===== src/rtl/and_or_latch_bist.sv =====
// Built-in self-test driver for one and_or_latch cell: sweeps 48 vectors
// through transparent and hold phases and records error count and first failure.
module and_or_latch_bist #(
   parameter int SETTLE_CYCLES = 2,
   parameter int ERR_W         = 5
) (
   input  logic             clk,
   input  logic             rst_n,
   input  logic             start,
   output logic             drv_a,
   output logic             drv_b,
   output logic             drv_c,
   output logic             drv_d,
   output logic             drv_en,
   input  logic             dut_f,
   output logic             busy,
   output logic             done,
   output logic             pass,
   output logic [ERR_W-1:0] err_count,
   output logic             fail_seen,
   output logic [5:0]       first_fail
);

   localparam int CNT_W = $clog2(SETTLE_CYCLES + 1) + 1;
   localparam logic [CNT_W-1:0] SETTLE_LAST = CNT_W'((SETTLE_CYCLES > 1) ? SETTLE_CYCLES - 2 : 0);
   localparam logic [CNT_W-1:0] LOAD_LAST   = CNT_W'(SETTLE_CYCLES);
   localparam logic [ERR_W-1:0] ERR_MAX     = '1;

   typedef enum logic [2:0] {IDLE, DRIVE, SETTLE, CHECK, LOAD0, DONE} state_t;

   state_t           state_q;
   logic [5:0]       vec_q;
   logic [CNT_W-1:0] cnt_q;
   logic             drv_a_q, drv_b_q, drv_c_q, drv_d_q, drv_en_q;
   logic             done_q, pass_q, fail_seen_q;
   logic [ERR_W-1:0] err_count_q;
   logic [5:0]       first_fail_q;
   logic             exp_f;

   // Transparent phase expects the AND-OR function; hold phases expect the
   // value captured from the last transparent vector (1 after p=15, 0 after LOAD0).
   always_comb begin
      exp_f = 1'b0;
      case (vec_q[5:4])
         2'b00:   exp_f = (vec_q[3] & vec_q[2]) | (vec_q[1] & vec_q[0]);
         2'b01:   exp_f = 1'b1;
         default: exp_f = 1'b0;
      endcase
   end

   always_ff @(posedge clk or negedge rst_n) begin
      if (!rst_n) begin
         state_q      <= IDLE;
         vec_q        <= '0;
         cnt_q        <= '0;
         drv_a_q      <= 1'b0;
         drv_b_q      <= 1'b0;
         drv_c_q      <= 1'b0;
         drv_d_q      <= 1'b0;
         drv_en_q     <= 1'b0;
         done_q       <= 1'b0;
         pass_q       <= 1'b0;
         fail_seen_q  <= 1'b0;
         err_count_q  <= '0;
         first_fail_q <= '0;
      end else begin
         case (state_q)
            IDLE, DONE: begin
               if (state_q == DONE) begin
                  done_q <= 1'b1;
                  pass_q <= (err_count_q == '0);
               end
               if (start) begin
                  state_q      <= DRIVE;
                  vec_q        <= '0;
                  done_q       <= 1'b0;
                  pass_q       <= 1'b0;
                  fail_seen_q  <= 1'b0;
                  err_count_q  <= '0;
                  first_fail_q <= '0;
               end
            end
            DRIVE: begin
               drv_a_q  <= vec_q[3];
               drv_b_q  <= vec_q[2];
               drv_c_q  <= vec_q[1];
               drv_d_q  <= vec_q[0];
               drv_en_q <= (vec_q[5:4] == 2'b00);
               cnt_q    <= '0;
               state_q  <= (SETTLE_CYCLES > 1) ? SETTLE : CHECK;
            end
            SETTLE: begin
               if (cnt_q == SETTLE_LAST) state_q <= CHECK;
               else                      cnt_q   <= cnt_q + 1'b1;
            end
            CHECK: begin
               if (dut_f != exp_f) begin
                  if (err_count_q != ERR_MAX) err_count_q <= err_count_q + 1'b1;
                  if (!fail_seen_q) begin
                     fail_seen_q  <= 1'b1;
                     first_fail_q <= vec_q;
                  end
               end
               cnt_q <= '0;
               if (vec_q == 6'd31) begin
                  state_q <= LOAD0;
               end else if (vec_q == 6'd47) begin
                  state_q <= DONE;
               end else begin
                  vec_q   <= vec_q + 1'b1;
                  state_q <= DRIVE;
               end
            end
            LOAD0: begin
               // Open the latch on 0000 so the H0 phase has a known 0 to hold.
               drv_a_q  <= 1'b0;
               drv_b_q  <= 1'b0;
               drv_c_q  <= 1'b0;
               drv_d_q  <= 1'b0;
               drv_en_q <= 1'b1;
               if (cnt_q == LOAD_LAST) begin
                  vec_q   <= 6'd32;
                  state_q <= DRIVE;
               end else begin
                  cnt_q <= cnt_q + 1'b1;
               end
            end
            default: state_q <= IDLE;
         endcase
      end
   end

   assign busy       = (state_q == DRIVE) || (state_q == SETTLE) ||
                       (state_q == CHECK) || (state_q == LOAD0);
   assign drv_a      = drv_a_q;
   assign drv_b      = drv_b_q;
   assign drv_c      = drv_c_q;
   assign drv_d      = drv_d_q;
   assign drv_en     = drv_en_q;
   assign done       = done_q;
   assign pass       = pass_q;
   assign err_count  = err_count_q;
   assign fail_seen  = fail_seen_q;
   assign first_fail = first_fail_q;

endmodule


===== config.mk =====
export PLATFORM = sky130hd
export DESIGN_NAME = and_or_latch_bist
export DESIGN_NICKNAME = d
export VERILOG_FILES = /design/src/rtl/and_or_latch_bist.sv
export SDC_FILE = /design/constraint.sdc
export NUM_CORES = 1
export LEC_CHECK = 0
export BUFFER_PORTS_ARGS = -buffer_cell sky130_fd_sc_hd__clkbuf_2
export CAP_MARGIN = 20
export CORE_ASPECT_RATIO = 1.1
export CORE_MARGIN = 1.5
export CORE_UTILIZATION = 51
export CTS_CLUSTER_DIAMETER = 60
export DETAILED_ROUTE_END_ITERATION = 6
export PLACE_DENSITY = 0.83
export SYNTH_ARGS = -nofsm -noshare
export SYNTH_HDL_FRONTEND = slang
export SYNTH_SLANG_ARGS = --single-unit

===== constraint.sdc =====
create_clock -name clk -period 1.82 [get_ports clk]
set_input_delay 0.091 -clock clk [delete_from_list [all_inputs] [get_ports clk]]
set_output_delay 0.091 -clock clk [all_outputs]
set_load 0.005 [all_outputs]

; Word level (Yosys, flattened, before mapping)
; Cells that the tools add are included.
[totals]
output_inout_bits = 20
inputBits = 4
word_cells = 95
regBits = 31
[classes]
n_mux = 34
n_reduce_logical = 21
addsub = 3
eq_ne = 21
n_bitwise = 3
[ops]
columns = cell, count
row1 = two-way mux 6 bit, 6
row2 = two-way mux 3 bit, 7
row3 = "!= test 2 bit, second input constant", 10
row4 = case mux 6 bit (3 select lines), 1
row5 = two-way mux 5 bit, 3
row6 = case mux 3 bit (5 select lines), 1
row7 = case mux 1 bit (2 select lines), 7
row8 = case mux 6 bit (2 select lines), 1
row9 = case mux 5 bit (2 select lines), 1
row10 = "equality test 3 x 2 -> 1 bit, second input constant", 3
row11 = case mux 3 bit (3 select lines), 1
row12 = AND reduction 3 bit, 3
row13 = AND reduction 4 bit, 2
row14 = "adder 6 x 1 -> 6 bit, second input constant", 1
row15 = "equality test 3 bit, second input constant", 2
row16 = "equality test 6 x 5 -> 1 bit, second input constant", 1
row17 = "equality test 6 bit, second input constant", 1
row18 = logical NOT 3 bit, 2
row19 = two-way mux 1 bit, 6
row20 = nonzero test 2 bit, 3
row21 = nonzero test 3 bit, 2
row22 = "adder 5 x 1 -> 5 bit, second input constant", 1
row23 = logical NOT 5 bit, 1
row24 = "!= test 5 bit, second input constant", 1
row25 = 11 further kinds, 15

; Depth between registers and ports, before layout
; Gate-level depths: netlist of the first run.
[logic_depth]
ltp_word = 6
depth_mapped = 7
mapped_depth_nobuf = 7

; Least setup slack after synthesis of the first run
; Ideal clock, no wire load.
[synth_timing]
path_type = reg-to-reg
start = register err_count_q[0], in the netlist err_count[0]
end = register err_count_q[1], in the netlist err_count[1]
setup_time_ns = 0.118
t_arrival_ns = 1.867
n_path_buf = 0
setup_slack_ns = -0.165
path_stages_with_launch = 8
cell_sequence = dfrtp_1 -> ha_1 -> and3_1 -> ha_1 -> nor2_1 -> or4b_4 -> and4_4 -> a21o_1
[synth_via]
elab_chain_len = 4
word_cells_on_any_way = 7
[synth_lines]
columns = item, line
row1 = "start, declared", 36  ; logic [ERR_W-1:0] err_count_q;
row2 = "start signal, assigned", 98  ; if (err_count_q != ERR_MAX) err_count_q <= err_count_q + 1'b1;
row3 = adder 5 x 1 -> 5 bit, 98
row4 = two-way mux 5 bit, 98
row5 = two-way mux 5 bit, 97  ; if (dut_f != exp_f) begin
row6 = case mux 5 bit (2 select lines), 67  ; case (state_q)
; Parallel ways exist; a longest one is shown, timed or not. The select of a mux whose other input is x is not followed.
; A chain may end at the register's enable or synchronous reset.

; Worst setup path in the final report of the first run
[layout_timing]
start = register err_count_q[0], in the netlist err_count[0]
end = register err_count_q[2], in the netlist err_count[2]
; Same word-level chain as after synthesis.

==> results of run 1 <==
kinds of logic (layout without fill, tap and decap cells):
family / Yosys count / count (layout) / share of synthesized area
mux: 11 / 11 / 0.06237
compound gates: 50 / 50 / 0.1934
fa+ha+maj: 7 / 7 / 0.04851
simple gates: 61 / 61 / 0.1864
buf+inv: 24 / 69 / 0.06029
flops: 31 / 31 / 0.4297
xor+xnor: 4 / 4 / 0.01941
final cells by class:
cell class	instances	area, um2	area share
Inverter	15	56.30	0.02550
Timing Repair Buffer	46	290.3	0.1314
Clock buffer	8	68.82	0.03116
Multi-Input combinational cell	133	957.2	0.4334
Tap cell	48	60.06	0.02720
Sequential cell	31	775.7	0.3513
per-stage QoR:
| step | utilization | cell area, um2 | setup TNS (ns) |
|---|---|---|---|
| 4_1_cts | 0.6494 | 2181 | -0.5097 |
| 5_1_grt | 0.6576 | 2208 | -0.8242 |
| 3_5_place_dp | 0.6248 | 2098 | -0.5047 |
| 3_3_place_gp | 0.6248 | 2098 | -0.1972 |
| 6_report | 0.6576 | 2208 | -0.4454 |
| 2_1_floorplan | - | 1826 | -0.3158 |
cell usage in the layout, fill, tap and decap left out, types with 5 or more instances in the layout:
master	synthesis	routed
dfrtp_1	31	31
clkbuf_2	0	23
buf_4	1	22
nand2_1	21	21
inv_1	14	14
o21ai_0	11	10
mux2i_1	9	9
nand3_1	9	9
nor2_1	8	8
nand2b_1	6	6
a21oi_1	7	6
o21a_1	5	5
a22oi_1	5	5
ha_1	7	5
clkbuf_4	0	5
flip-flops by register name, summed over array words and instances, names as in the netlist:
register,flops
drv_en,1
done,1
drv_d,1
drv_c,1
err_count,5
first_fail,6
state_q,3
fail_seen,1
pass,1
vec_q,6
drv_a,1
drv_b,1
cnt_q,3
worst max-delay path, cell delays in order (launching register included):
cell and delay (ns):
dfrtp_1 0.39, ha_2 0.19, and3_4 0.18, ha_4 0.15, nor2_1 0.07, or4b_4 0.51, a21boi_2 0.18, mux2i_1 0.18
worst max-delay path by stage:
stage | startpoint | end | slack [ns] | cells past startpoint
2_1_floorplan | err_count[0] | err_count[1] | -0.10 | 7
3_3_place_gp | err_count[1] | err_count[1] | -0.07 | 7
3_5_place_dp | err_count[1] | err_count[3] | -0.13 | 7
4_1_cts | err_count[1] | err_count[2] | -0.11 | 7
5_1_grt | err_count[1] | err_count[2] | -0.20 | 7
6_report | err_count[0] | err_count[2] | -0.10 | 7
where the power goes:
group | internal, mW | leakage, nW | switching, mW
sequential | 0.872 | 0.408 | 0.163
combinational | 0.670 | 0.641 | 0.698
clock | 0.227 | 0.0386 | 0.236
per-layer routing:
metal | wire length, um | share of wire | up-vias
li1 | - | - | 754
met1 | 1671 | 0.45 | 726
met2 | 1875 | 0.50 | 40
met3 | 157 | 0.042 | 6
met4 | 44 | 0.012 | 0
met5 | 0 | 0 | -
what timing repair did:
action,in CTS,in global routing
buffers inserted,0,2
pin swaps,3,4
hold buffers,1,0
gates resized for setup,1,4
hold endpoints to repair,31,0
setup endpoints to repair,5,7
==> results.rst, run 1 <==
.. list-table::
   :header-rows: 1

   * - Metric
     - Value
   * - CTS clock-pin slew for the worst setup and hold paths
     - 0.10 ns
   * - EDFF count, synth
     - 0
   * - FILL cells
     - 282
   * - Met1 usage in global routing
     - 0.2789
   * - First-pass GRT wire length
     - about 6.4 mm
   * - CP Max Fanout
     - 5
   * - Endpoint of the worst-slack reg-to-reg timing path
     - err_count[2]
   * - Unrepaired setup endpoints after global routing
     - yes
   * - Number of global-route vias before repair
     - roughly 1400
   * - Total global routing track utilization
     - 0.2148
   * - Startpoint Class
     - flip-flop
   * - Gpl congestion
     - between 0.7 and 0.8
   * - Slew margin rel.
     - 0.4955
   * - VDD IR-drop max
     - about 670 uV
   * - Critical register-to-register path startpoint
     - err_count[0]
   * - Fin. Hold Viols
     - 0
   * - Final setup slack of the worst path
     - -0.1019 ns
   * - Minimum setup slack after placement
     - -0.1316 ns
   * - Number of clock sinks
     - 31
   * - Pin count of the biggest net entering global routing
     - 32
   * - DR pass1 iterations
     - 4
   * - Core area
     - approximately 3400 um2
   * - M2 GR Usage
     - 0.3451
   * - Number of cells after detailed placement
     - between 200 and 300
   * - Max Clock Skew
     - between 0.008 and 0.009 ns
   * - Synth Flop Type
     - dfrtp_1
   * - DR vias/cell
     - roughly 5.4
   * - Number of standard cells in the layout, taps in and fillers out
     - ~280
   * - Total number of nets in the final design
     - between 200 and 250
   * - Remaining antenna violation count after routing
     - 0
   * - Worst min path class
     - in2reg
   * - Cell taking the most area after synthesis
     - dfrtp_1
   * - Global route overflow
     - 0
   * - Dpl hpwl
     - ~2.8 mm
   * - Ratio of final minimum period to clock period
     - 1.056
   * - Cell types with the highest counts after synthesis
     - dfrtp_1 (31), nand2_1 (21), inv_1 (14)
   * - Antenna diode count
     - 0
   * - Number of primary I/O pins
     - 24
   * - PortBufs
     - 23
   * - Violated checks
     - negative setup slack
   * - Vias after detailed routing
     - 1526
   * - Routed Wire Length
     - roughly 3.7 mm
   * - Cell depth of the worst hold path
     - 3
   * - Net Count, Synth
     - between 150 and 200
   * - CTS Buf Count
     - 5
   * - Static Leak
     - 1.088 nW
   * - Routing usage on met3
     - 0.05512
   * - Area fraction of the dominant cell type after synthesis
     - 0.4297
   * - Kind of critical path
     - reg2reg
   * - DIE AREA
     - approximately 3900 um2
   * - Die extent in y
     - 65.41 um
   * - 1st-iter DRT viols
     - 46
   * - Total setup violations reported at the end of the flow
     - 5
   * - Count of different cell masters after synthesis
     - 46
   * - Remaining routing DRC violations
     - 0
   * - Count of synthesis-stage warnings from yosys
     - 0
   * - Area growth from synthesis to layout
     - 22.31%
   * - WL/cell
     - around 13 um
   * - Register bit total from synthesis
     - 31
   * - DIE WIDTH
     - approximately 60 um
   * - Clk_lat worst skew
     - about 0.33 ns
   * - Starting utilization of the core area
     - 0.5376
   * - Root buffer cell
     - clkbuf_4
   * - Result of the run
     - finished, violations left
   * - Number of cell rows
     - 22
   * - Fraction of registers with async set or reset after synthesis
     - 1.000
   * - Hold Crit Endpoint
     - state_q[0]
   * - Number of antenna violations at the first check in global routing
     - 0
   * - Max Buffers Root-to-Sink
     - 2
   * - Maximum level of the CTS H-tree
     - 2
   * - CTS tree
     - yes
   * - Required time of the critical path
     - 2.08 ns
   * - Slew @ Worst Pin
     - between 0.7 and 0.8 ns
   * - Pwr Density
     - ~1300 nW/um2
   * - Sequential area share after synthesis
     - 0.4297
   * - Fraction of layout cells with a size suffix above 1
     - 0.2876
   * - Cells on worst reg2reg path
     - 7
   * - Max-cap check violation count
     - 0
   * - Worst path arrival time
     - around 2.2 ns
   * - Post-synthesis average cell area
     - 9.604 um2
   * - Most common cell in the netlist
     - dfrtp_1
   * - Flop-to-flop setup slack
     - -0.10 ns
   * - Hold path start
     - start
   * - Mapped Area
     - 1805 um2
   * - Cell types with the largest area share after synthesis
     - dfrtp_1 (43%), mux2i_1 (5.0%), ha_1 (4.9%)
   * - Final max-slew violation count
     - 0
   * - Cell count after synthesis
     - between 150 and 200
   * - Final Critical Period
     - 1.922 ns
   * - Worst slack on hold paths
     - approximately 0.074 ns
   * - Most Used Layer, Global Route
     - met2
   * - Highest attainable clock frequency
     - roughly 520 MHz
   * - Capturing element type of the critical path
     - flip-flop
   * - PnR Total Power
     - about 2.9 mW
Power figures use the tool's default switching activity.
==> run 2, diff against run 1 <==
--- a/config.mk
+++ b/config.mk
@@ -9,10 +9,10 @@
 export CAP_MARGIN = 20
 export CORE_ASPECT_RATIO = 1.1
 export CORE_MARGIN = 1.5
-export CORE_UTILIZATION = 51
+export CORE_UTILIZATION = 39
 export CTS_CLUSTER_DIAMETER = 60
 export DETAILED_ROUTE_END_ITERATION = 6
-export PLACE_DENSITY = 0.83
+export PLACE_DENSITY = 0.68
 export SYNTH_ARGS = -nofsm -noshare
 export SYNTH_HDL_FRONTEND = slang
 export SYNTH_SLANG_ARGS = --single-unit
==> run 2 against run 1 <==
The run still ends with negative setup slack left. Clock skew about the same. Routed wire length grew 3.7%. Die area up 29%. Count of clock-buffer cells in the layout fell by 2. Final area up 2.6%.
==> results.rst, run 2 (same netlist as run 1, synthesis figures left out) <==
.. list-table::
   :header-rows: 1

   * - Metric
     - Value
   * - Number of cell rows
     - 25 (+14%)
   * - Number of standard cells in the layout, taps in and fillers out
     - 286 (+1.8%)
   * - Pwr Density
     - 1365 nW/um2 (+5.1%)
   * - Static Leak
     - 1.108 nW (+1.9%)
   * - PortBufs
     - 23 (unchanged)
   * - Clk_lat worst skew
     - 0.29 ns (-0.04 ns)
   * - DR pass1 iterations
     - 4 (unchanged)
   * - Dpl hpwl
     - 2.786 mm (+0.57%)
   * - Global route overflow
     - 0 (unchanged)
   * - Required time of the critical path
     - 2.03 ns (-0.05 ns)
   * - Cells on worst reg2reg path
     - 7 (unchanged)
   * - Pin count of the biggest net entering global routing
     - 32 (unchanged)
   * - Vias after detailed routing
     - 1533 (+0.46%)
   * - Slew @ Worst Pin
     - 0.8068 ns (+0.04997 ns)
   * - Number of global-route vias before repair
     - 1482 (+3.7%)
   * - Fin. Hold Viols
     - 0 (unchanged)
   * - Commonest cells after routing, fill and taps aside
     - dfrtp_1 (31), clkbuf_2 (23), nand2_1 (21), buf_4 (20), inv_1 (14)
   * - Area growth from synthesis to layout
     - 25.50%
   * - Gpl congestion
     - 0.8410 (+5.7%)
   * - Maximum level of the CTS H-tree
     - 2 (unchanged)
   * - Max Clock Skew
     - 0.008088 ns (-0.0001257 ns)
   * - Highest attainable clock frequency
     - 525.2 MHz (+0.94%)
   * - Final max-slew violation count
     - 0 (unchanged)
   * - Total number of nets in the final design
     - 242 (-0.41%)
   * - Most common cell after layout, fill and taps aside
     - dfrtp_1
   * - Critical register-to-register path startpoint
     - err_count[1]
   * - Startpoint Class
     - flip-flop
   * - Starting utilization of the core area
     - 0.4123 (-0.1253)
   * - Final Critical Period
     - 1.904 ns (-0.01780 ns)
   * - Worst min path class
     - in2reg
   * - Ratio of final minimum period to clock period
     - 1.046 (-0.009783)
   * - Number of primary I/O pins
     - 24 (unchanged)
   * - Die extent in y
     - 74.36 um (+14%)
   * - Max Buffers Root-to-Sink
     - 2 (unchanged)
   * - Kind of critical path
     - reg2reg
   * - Total global routing track utilization
     - 0.1735 (-0.04125)
   * - Violated checks
     - negative setup slack
   * - VDD IR-drop max
     - 625.4 uV (-7.2%)
   * - Setup Total Neg Slack
     - -0.3553 ns (+0.09008 ns)
   * - Capturing element type of the critical path
     - flip-flop
   * - CTS clock-pin slew for the worst setup and hold paths
     - 0.07 ns (-0.03 ns)
   * - DR vias/cell
     - 5.360 (-1.3%)
   * - Final core area utilization
     - 0.5174 (-0.1402)
   * - Result of the run
     - finished, violations left
   * - Remaining antenna violation count after routing
     - 0 (unchanged)
   * - Capture point of the worst path
     - err_count[2]
   * - Max-cap check violation count
     - 0 (unchanged)
   * - Antenna diode count
     - 0 (unchanged)
   * - CTS Buf Count
     - 5 (unchanged)
   * - Number of cells after detailed placement
     - 275 (+1.9%)
   * - Core area
     - 4379 um2 (+30%)
   * - DIE WIDTH
     - 67.88 um (+14%)
   * - Number of antenna violations at the first check in global routing
     - 0 (unchanged)
   * - Final setup slack of the worst path
     - -0.08414 ns (+0.01780 ns)
   * - CP Max Fanout
     - 5 (unchanged)
   * - Worst path arrival time
     - 2.12 ns (-0.06 ns)
   * - CTS tree
     - yes
   * - WL/cell
     - 13.59 um (+1.9%)
   * - Slew margin rel.
     - 0.4622 (-0.03331)
   * - 1st-iter DRT viols
     - 127 (+180%)
   * - Fraction of layout cells with a size suffix above 1
     - 0.2845 (-0.003071)
   * - Crit. Startpoint
     - err_count[1]
   * - Root buffer cell
     - clkbuf_8
   * - First-pass GRT wire length
     - 6.658 mm (+3.8%)
   * - Total setup violations reported at the end of the flow
     - 5 (unchanged)
   * - Unrepaired setup endpoints after global routing
     - yes
   * - Remaining routing DRC violations
     - 0 (unchanged)
   * - Flop-to-flop setup slack
     - -0.08 ns (+0.02 ns)
   * - Endpoint of the worst-slack reg-to-reg timing path
     - err_count[2]
   * - DIE AREA
     - 5047 um2 (+29%)
   * - Routed Wire Length
     - 3.887 mm (+3.7%)
   * - Number of clock sinks
     - 31 (unchanged)
==> run 2: cell types whose count changed in the layout (fill, tap and decap cells not counted) <==
cell,before,now
buf_12,0,1
buf_4,22,20
bufinv_16,0,1
clkbuf_1,1,0
clkbuf_4,5,0
clkbuf_8,2,6
clkinv_2,0,1
o21ai_1,3,4
o21ai_2,2,1
==> run 2: cell type report <==
cell class | count | area, um2
fill | 402 | 2113
multi-input combinational | 133 | 953.4
sequential | 31 | 775.7
timing repair buffer | 45 | 295.3
clock buffer | 6 | 82.58
tap | 54 | 67.56
inverter | 15 | 56.30
clock inverter | 2 | 35.03
==> run 2: power by group <==
part           switching, mW  internal [mW]
Clock                  0.267          0.443
Combinational          0.711          0.649
Sequential             0.149          0.875
Total                   1.13           1.97
==> run 2: metrics by stage <==
stage | power, mW | hold WS [ns] | instance area, um2 | setup slack, ns
3_3_place_gp | 2.348 | 0.2165 | 2111 | -0.07557
4_1_cts | 3.106 | 0.1133 | 2255 | -0.08314
3_5_place_dp | 2.365 | 0.2178 | 2111 | -0.1075
5_1_grt | 3.329 | 0.1379 | 2266 | -0.1646
2_1_floorplan | 1.841 | -0.2046 | 1826 | -0.1024
6_report | 3.092 | 0.1138 | 2266 | -0.08414
==> run 2: how the worst min path moves through the flow <==
stage,from,depth (start not counted),slack [ns],endpoint
floorplan,rst_n,0,-0.20,cnt_q[0]
global placement,rst_n,1,0.22,drv_b
detailed placement,rst_n,1,0.22,drv_b
CTS,start,3,0.11,state_q[0]
global route,start,3,0.14,state_q[0]
finish,start,3,0.11,state_q[0]
==> run 2: routing by layer <==
| metal | global-route usage | share of wire | vias up |
|---|---|---|---|
| met3 | 0.04236 | 0.036 | 9 |
| met2 | 0.2756 | 0.47 | 35 |
| met5 | 0 | 0 | - |
| li1 | - | - | 756 |
| met4 | 0.06444 | 0.019 | 0 |
| met1 | 0.2292 | 0.48 | 733 |
==> run 2: repair_timing <==
| item | in CTS | in global routing |
|---|---|---|
| pin swaps | 2 | 3 |
| endpoints found under the hold margin | 31 | 0 |
| setup buffers | 1 | 1 |
| setup endpoints to repair | 5 | 6 |
| hold buffers | 1 | 0 |
| resized for setup | 3 | 1 |
==> run 2: critical path, stage by stage (launching register included) <==
cell,delay [ns]
dfrtp_1,0.39
ha_2,0.18
and3_4,0.18
ha_4,0.15
nor2_1,0.07
or4b_4,0.51
a21boi_2,0.16
mux2i_1,0.20
